File: src/rtl/alu_arb_pkg.sv
// Shared types and constants for the two-port ALU arbiter.
// Build option ALU_ARB_FIXED_PRIO_EN is consumed by rr_arb2, not here.
package alu_arb_pkg;

    localparam int DATA_W = 32;
    localparam int CTRL_W = 5;

    localparam logic [CTRL_W-1:0] ALU_ADD = 5'd0;
    localparam logic [CTRL_W-1:0] ALU_SUB = 5'd1;
    localparam logic [CTRL_W-1:0] ALU_AND = 5'd2;
    localparam logic [CTRL_W-1:0] ALU_OR  = 5'd3;
    localparam logic [CTRL_W-1:0] ALU_SLL = 5'd4;
    localparam logic [CTRL_W-1:0] ALU_SRA = 5'd5;

    typedef enum logic [1:0] {
        IDLE = 2'd0,
        EXEC = 2'd1,
        RESP = 2'd2
    } arb_state_e;

    typedef struct packed {
        logic [DATA_W-1:0] operand_a;
        logic [DATA_W-1:0] operand_b;
        logic [CTRL_W-1:0] opcode;
        logic [CTRL_W-1:0] shiftamt;
    } alu_op_t;

    typedef struct packed {
        logic [DATA_W-1:0] result;
        logic              is_not_equal;
        logic              is_less_than;
        logic              overflow;
    } alu_rsp_t;

endpackage

File: src/rtl/alu_arbiter_rr_arb2.sv
// Two-way grant logic: round-robin on last_grant, or fixed priority to port 0
// when ALU_ARB_FIXED_PRIO_EN is defined.
module rr_arb2 (
    input  logic [1:0] valid,
    input  logic       last_grant,
    output logic [1:0] grant
);

`ifdef ALU_ARB_FIXED_PRIO_EN
    logic unused_last_grant;
    assign unused_last_grant = last_grant;

    always_comb begin
        grant = 2'b00;
        if (valid[0]) begin
            grant = 2'b01;
        end else if (valid[1]) begin
            grant = 2'b10;
        end
    end
`else
    // On contention the port that did not win last time gets the grant.
    always_comb begin
        grant = 2'b00;
        case (valid)
            2'b01:   grant = 2'b01;
            2'b10:   grant = 2'b10;
            2'b11:   grant = last_grant ? 2'b01 : 2'b10;
            default: grant = 2'b00;
        endcase
    end
`endif

endmodule

File: src/rtl/alu_arbiter.sv
// Shares one external combinational ALU between two requesters (IDLE/EXEC/RESP).
// Define ALU_ARB_FIXED_PRIO_EN for fixed priority to port 0; default is round-robin.
module alu_arbiter
    import alu_arb_pkg::*;
(
    input  logic              clock,
    input  logic              reset,

    input  logic              req0_valid,
    output logic              req0_ready,
    input  logic [DATA_W-1:0] req0_operandA,
    input  logic [DATA_W-1:0] req0_operandB,
    input  logic [CTRL_W-1:0] req0_ALUopcode,
    input  logic [CTRL_W-1:0] req0_shiftamt,

    input  logic              req1_valid,
    output logic              req1_ready,
    input  logic [DATA_W-1:0] req1_operandA,
    input  logic [DATA_W-1:0] req1_operandB,
    input  logic [CTRL_W-1:0] req1_ALUopcode,
    input  logic [CTRL_W-1:0] req1_shiftamt,

    output logic              resp0_valid,
    input  logic              resp0_ready,
    output logic [DATA_W-1:0] resp0_result,
    output logic              resp0_isNotEqual,
    output logic              resp0_isLessThan,
    output logic              resp0_overflow,

    output logic              resp1_valid,
    input  logic              resp1_ready,
    output logic [DATA_W-1:0] resp1_result,
    output logic              resp1_isNotEqual,
    output logic              resp1_isLessThan,
    output logic              resp1_overflow,

    output logic [DATA_W-1:0] alu_operandA,
    output logic [DATA_W-1:0] alu_operandB,
    output logic [CTRL_W-1:0] alu_opcode,
    output logic [CTRL_W-1:0] alu_shiftamt,
    input  logic [DATA_W-1:0] alu_result,
    input  logic              alu_isNotEqual,
    input  logic              alu_isLessThan,
    input  logic              alu_overflow
);

    arb_state_e state_q, state_d;
    logic       owner_q, owner_d;
    logic       last_grant_q, last_grant_d;
    alu_op_t    op_q, op_d;
    alu_rsp_t   rsp_q, rsp_d;
    logic [1:0] resp_valid_q, resp_valid_d;

    alu_op_t    req0_op;
    alu_op_t    req1_op;
    alu_rsp_t   alu_rsp;
    logic [1:0] arb_valid;
    logic [1:0] grant;
    logic       owner_resp_ready;

    assign req0_op = '{operand_a: req0_operandA, operand_b: req0_operandB,
                       opcode: req0_ALUopcode, shiftamt: req0_shiftamt};
    assign req1_op = '{operand_a: req1_operandA, operand_b: req1_operandB,
                       opcode: req1_ALUopcode, shiftamt: req1_shiftamt};
    assign alu_rsp = '{result: alu_result, is_not_equal: alu_isNotEqual,
                       is_less_than: alu_isLessThan, overflow: alu_overflow};

    // Arbitration is only offered in IDLE, so ready can never fire mid-operation.
    assign arb_valid = {req1_valid, req0_valid} & {2{state_q == IDLE}};

    rr_arb2 u_rr_arb2 (
        .valid      (arb_valid),
        .last_grant (last_grant_q),
        .grant      (grant)
    );

    assign req0_ready = grant[0];
    assign req1_ready = grant[1];

    assign owner_resp_ready = owner_q ? resp1_ready : resp0_ready;

    always_comb begin
        state_d      = state_q;
        owner_d      = owner_q;
        last_grant_d = last_grant_q;
        op_d         = op_q;
        rsp_d        = rsp_q;
        resp_valid_d = resp_valid_q;
        case (state_q)
            IDLE: begin
                if (grant != 2'b00) begin
                    op_d         = grant[1] ? req1_op : req0_op;
                    owner_d      = grant[1];
                    last_grant_d = grant[1];
                    state_d      = EXEC;
                end
            end
            EXEC: begin
                rsp_d        = alu_rsp;
                resp_valid_d = owner_q ? 2'b10 : 2'b01;
                state_d      = RESP;
            end
            RESP: begin
                if (owner_resp_ready) begin
                    resp_valid_d = 2'b00;
                    state_d      = IDLE;
                end
            end
            default: begin
                resp_valid_d = 2'b00;
                state_d      = IDLE;
            end
        endcase
    end

    always_ff @(posedge clock) begin
        if (reset) begin
            state_q      <= IDLE;
            owner_q      <= 1'b0;
            last_grant_q <= 1'b1;
            op_q         <= '0;
            rsp_q        <= '0;
            resp_valid_q <= 2'b00;
        end else begin
            state_q      <= state_d;
            owner_q      <= owner_d;
            last_grant_q <= last_grant_d;
            op_q         <= op_d;
            rsp_q        <= rsp_d;
            resp_valid_q <= resp_valid_d;
        end
    end

    assign alu_operandA = op_q.operand_a;
    assign alu_operandB = op_q.operand_b;
    assign alu_opcode   = op_q.opcode;
    assign alu_shiftamt = op_q.shiftamt;

    // Response data is shared; only the owner's valid is ever raised.
    assign resp0_valid      = resp_valid_q[0];
    assign resp0_result     = rsp_q.result;
    assign resp0_isNotEqual = rsp_q.is_not_equal;
    assign resp0_isLessThan = rsp_q.is_less_than;
    assign resp0_overflow   = rsp_q.overflow;

    assign resp1_valid      = resp_valid_q[1];
    assign resp1_result     = rsp_q.result;
    assign resp1_isNotEqual = rsp_q.is_not_equal;
    assign resp1_isLessThan = rsp_q.is_less_than;
    assign resp1_overflow   = rsp_q.overflow;

    a_grant_onehot : assert property (@(posedge clock) disable iff (reset)
        $onehot0({req1_ready, req0_ready}));
    a_resp_onehot : assert property (@(posedge clock) disable iff (reset)
        $onehot0({resp1_valid, resp0_valid}));
    a_resp0_stable : assert property (@(posedge clock) disable iff (reset)
        (resp0_valid && !resp0_ready) |=> $stable(resp0_result));
    a_resp1_stable : assert property (@(posedge clock) disable iff (reset)
        (resp1_valid && !resp1_ready) |=> $stable(resp1_result));

endmodule

File: config.mk
export PLATFORM = sky130hd
export DESIGN_NAME = alu_arbiter
export DESIGN_NICKNAME = d
export VERILOG_FILES = /design/src/rtl/alu_arb_pkg.sv /design/src/rtl/alu_arbiter_rr_arb2.sv /design/src/rtl/alu_arbiter.sv
export SDC_FILE = /design/constraint.sdc
export NUM_CORES = 1
export LEC_CHECK = 0
export ABC_AREA = 1
export BUFFER_PORTS_ARGS = -buffer_cell sky130_fd_sc_hd__buf_4
export CAP_MARGIN = 20
export CORE_ASPECT_RATIO = 0.6
export CORE_UTILIZATION = 28
export CTS_CLUSTER_DIAMETER = 60
export CTS_CLUSTER_SIZE = 8
export DETAILED_ROUTE_END_ITERATION = 8
export PLACE_DENSITY = 0.57
export REMOVE_ABC_BUFFERS = 1
export SLEW_MARGIN = 30
export SYNTH_ARGS = -nofsm -noshare
export SYNTH_HDL_FRONTEND = slang
export SYNTH_HIERARCHICAL = 1
export SYNTH_SLANG_ARGS = --single-unit
File: constraint.sdc
create_clock -name clock -period 5.12 [get_ports clock]
set_input_delay 1.536 -clock clock [delete_from_list [all_inputs] [get_ports clock]]
set_output_delay 1.536 -clock clock [all_outputs]
set_load 0.03 [all_outputs]
==> results_dict.tcl <==
set metrics [dict create \
    yosysWarnings 6 \
    setup_viol 0 \
    slew_headroom 0.502 \
    arrival_ps 2340 \
    syn_area_per_cell_um2 6.75 \
    synthFlopType "dfxtp_1" \
    p_seq_frac 0.267 \
    p_total_w 0.00588 \
    fin_ws_ps 1240 \
    synth_top_family_by_area "simple AND/OR/NAND/NOR gates" \
    worstPathRequired_ps 3580 \
    grt_pass1_vias 5293 \
    final_layout_size_suffix_gt1_frac 0.354 \
    power_density_nw_per_um2 717 \
    die_h_um 109 \
    fin_crit_ps 3880 \
    hpwlAfterDp_um 12600 \
    critPathBufInv 3 \
    hold_violations 0 \
    worst_pin_slew_ps 748 \
    path_delay_family "simple AND/OR/NAND/NOR gates" \
    yosysMostFrequentCell "nor2_1" \
    p_sw_w 0.00278 \
    p_leak_nw 4.20 \
    cts_tree "built" \
    antenna_left 0 \
    drc 20 \
    muxShareOfSynthArea 0 \
    rows 38 \
    ctsResizeCount 0 \
    first_pass_iters 8 \
    clockPowerShare 0.194 \
    n_antenna_cell 0 \
    seq_area_frac_synth 0.434 \
    area_growth_pct 54.6 \
    die_x_um 180 \
    finalMaxSlewViolations 0 \
    crit_type "input port to primary output" \
    path_max_fanout 3 \
    htree_levels 4 \
    start_kind "input port" \
    synth-async-reset-ratio 0 \
    synth_fa_ha_area_frac 0 \
    crit_chain "buf_4, inv_1, nor2_1, nand3_1, nand2_1, buf_4" \
    ys_types 15 \
    synth_xor_area_frac 0 \
    synth.top_cells.by_count "222 x nor2_1, 171 x o21ai_0, 115 x dfxtp_1" \
    clockRootBuffer "clkbuf_16" \
    synth-edff-count 0 \
    antenna_found_initial 0 \
    fin_util 0.448 \
    timing.fmax_mhz 258 \
    cp-end-kind "primary output" \
    grt_pass1_wl_um 27500 \
    synth-seq-cells 115 \
    rsz0062_at_grt "false" \
    core_um2 18300 \
    wirelength_um 17300 \
    cts.sinks 115 \
    max_stage_delay_ps 250 \
    drt_iter0_drc 335 \
    design.die.area_um2 19500 \
    ir_worst_vdd_uv 305 \
    synth-simple-area-share 0.225 \
    synth_cells 786 \
    place_ws_ps 1270 \
    synthTopCellsByArea "dfxtp_1 43%, o21ai_0 16%, nor2_1 16%" \
    clkTransAtPathRegs_ps 50 \
    numCtsBuffers 17 \
    period_share 0.758 \
    synth_compound_area_frac 0.177 \
    design_area_um2 8200 \
    status "complete, but fails checks" \
    p_int_w 0.00310 \
    hp-class "register to register" \
    power_frac_comb 0.539 \
    cts.path.max_buffers 2 \
    post_cts_buffers 0 \
    grt_max_degree 94 \
    skew_ps 6.45 \
    wl_per_cell_um 13.2 \
    final_nets 1251 \
    netlist_area_um2 5300 \
    worstSkewPairLatency_ps 400 \
    port_buffers 336 \
    synth_area_leader_cell "dfxtp_1" \
    placedInstanceArea_um2 7630 \
    num_io_pins 337 \
    place.gp.congestion 0.766 \
    viasPerCell 4.29 \
    maxCapViolations 0 \
    switching_share 0.472 \
    hold_buffers 0 \
    grt_overflow 0 \
    violations "design-rule violations" \
    yosysTopAreaCellShare 0.434 \
    critPathSlowestCell "nor2_1" \
    start_util 0.290 \
    grtUsageTotal 0.178 \
    vias 5639 \
    crit_top_cell "buf_4" \
]
per-layer routing:
metal  GRT usage  share of wire  up-vias
li1            -              -     2961
met1       0.233           0.46     2478
met2       0.278           0.44      189
met3      0.0653          0.090       11
met4      0.0443         0.0075        0
met5           0              0        -
power groups by stage:
stage | Sequential [W] | Combinational (W) | Clock [W]
CTS | 0.00157 | 0.00321 | 0.00117
global route | 0.00163 | 0.00348 | 0.00121
detailed placement | 0.00158 | 0.00321 | 0
global placement | 0.00157 | 0.00320 | 0
finish | 0.00157 | 0.00317 | 0.00114
floorplan | 0.00254 | 0.000974 | 0
logic make-up (layout without fill, tap and decap cells):
kind of cell    after synthesis  after routing
flops                       115            115
simple gates                315            315
compound gates              188            188
buf+inv                     168            455
metrics by stage:
step | instances | hold WS [ps] | TNS [ps]
6_report | 1313 | 463 | 0
5_1_grt | 1313 | 493 | 0
4_1_cts | 1313 | 469 | 0
3_5_place_dp | 1283 | 456 | 0
3_3_place_gp | 1283 | 451 | 0
2_1_floorplan | 701 | 452 | -269090
path summary, 6_finish.rpt:
kind,endpoint,slack [ps],cells past startpoint,start
worst max-delay path,req0_ready,1240,6,req0_valid
worst min-delay path,resp_valid_q[1],460,2,resp_valid_q[1]
worst max register to register,alu_operandB[4],2380,11,state_q[1]
worst min register to register,resp_valid_q[1],460,2,resp_valid_q[1]
state kept, by name, summed over array words and instances (netlist names):
register,cells
resp0_result,32
alu_operandA,32
alu_operandB,32
resp_valid_q,2
alu_opcode,5
resp0_isNotEqual,1
state_q,2
owner_q,1
alu_shiftamt,5
resp0_isLessThan,1
resp0_overflow,1
last_grant_q,1
worst reg2reg max path: cells and delay by family (launching register included):
family	cells	cell delay (ps)
DFF	1	330
AOI/OAI and AO/OA	1	100
and+or+nand+nor	6	870
buffers and inverters	4	1350
layout by cell type (no fill, tap or decap):
master,instances
buf_4,342
o21ai_0,171
clkinv_4,2
inv_1,79
nand2_2,3
clkbuf_8,2
inv_2,4
nor2_2,1
clkinv_2,5
o21ai_1,12
nand3_1,3
bufinv_16,2
clkbuf_1,1
clkinvlp_4,1
a21oi_4,1
nor2_1,222
dfxtp_1,115
clkbuf_16,17
nand2_1,86
a21oi_1,4
cell type report:
class / count / area [µm²]
clock inverter: 10 / 110
timing repair buffer: 342 / 2570
tap: 240 / 300
fill: 1936 / 10100
clock buffer: 20 / 457
multi-input combinational: 503 / 2150
inverter: 83 / 312
sequential: 115 / 2300
(Power assumes the default switching activity.)
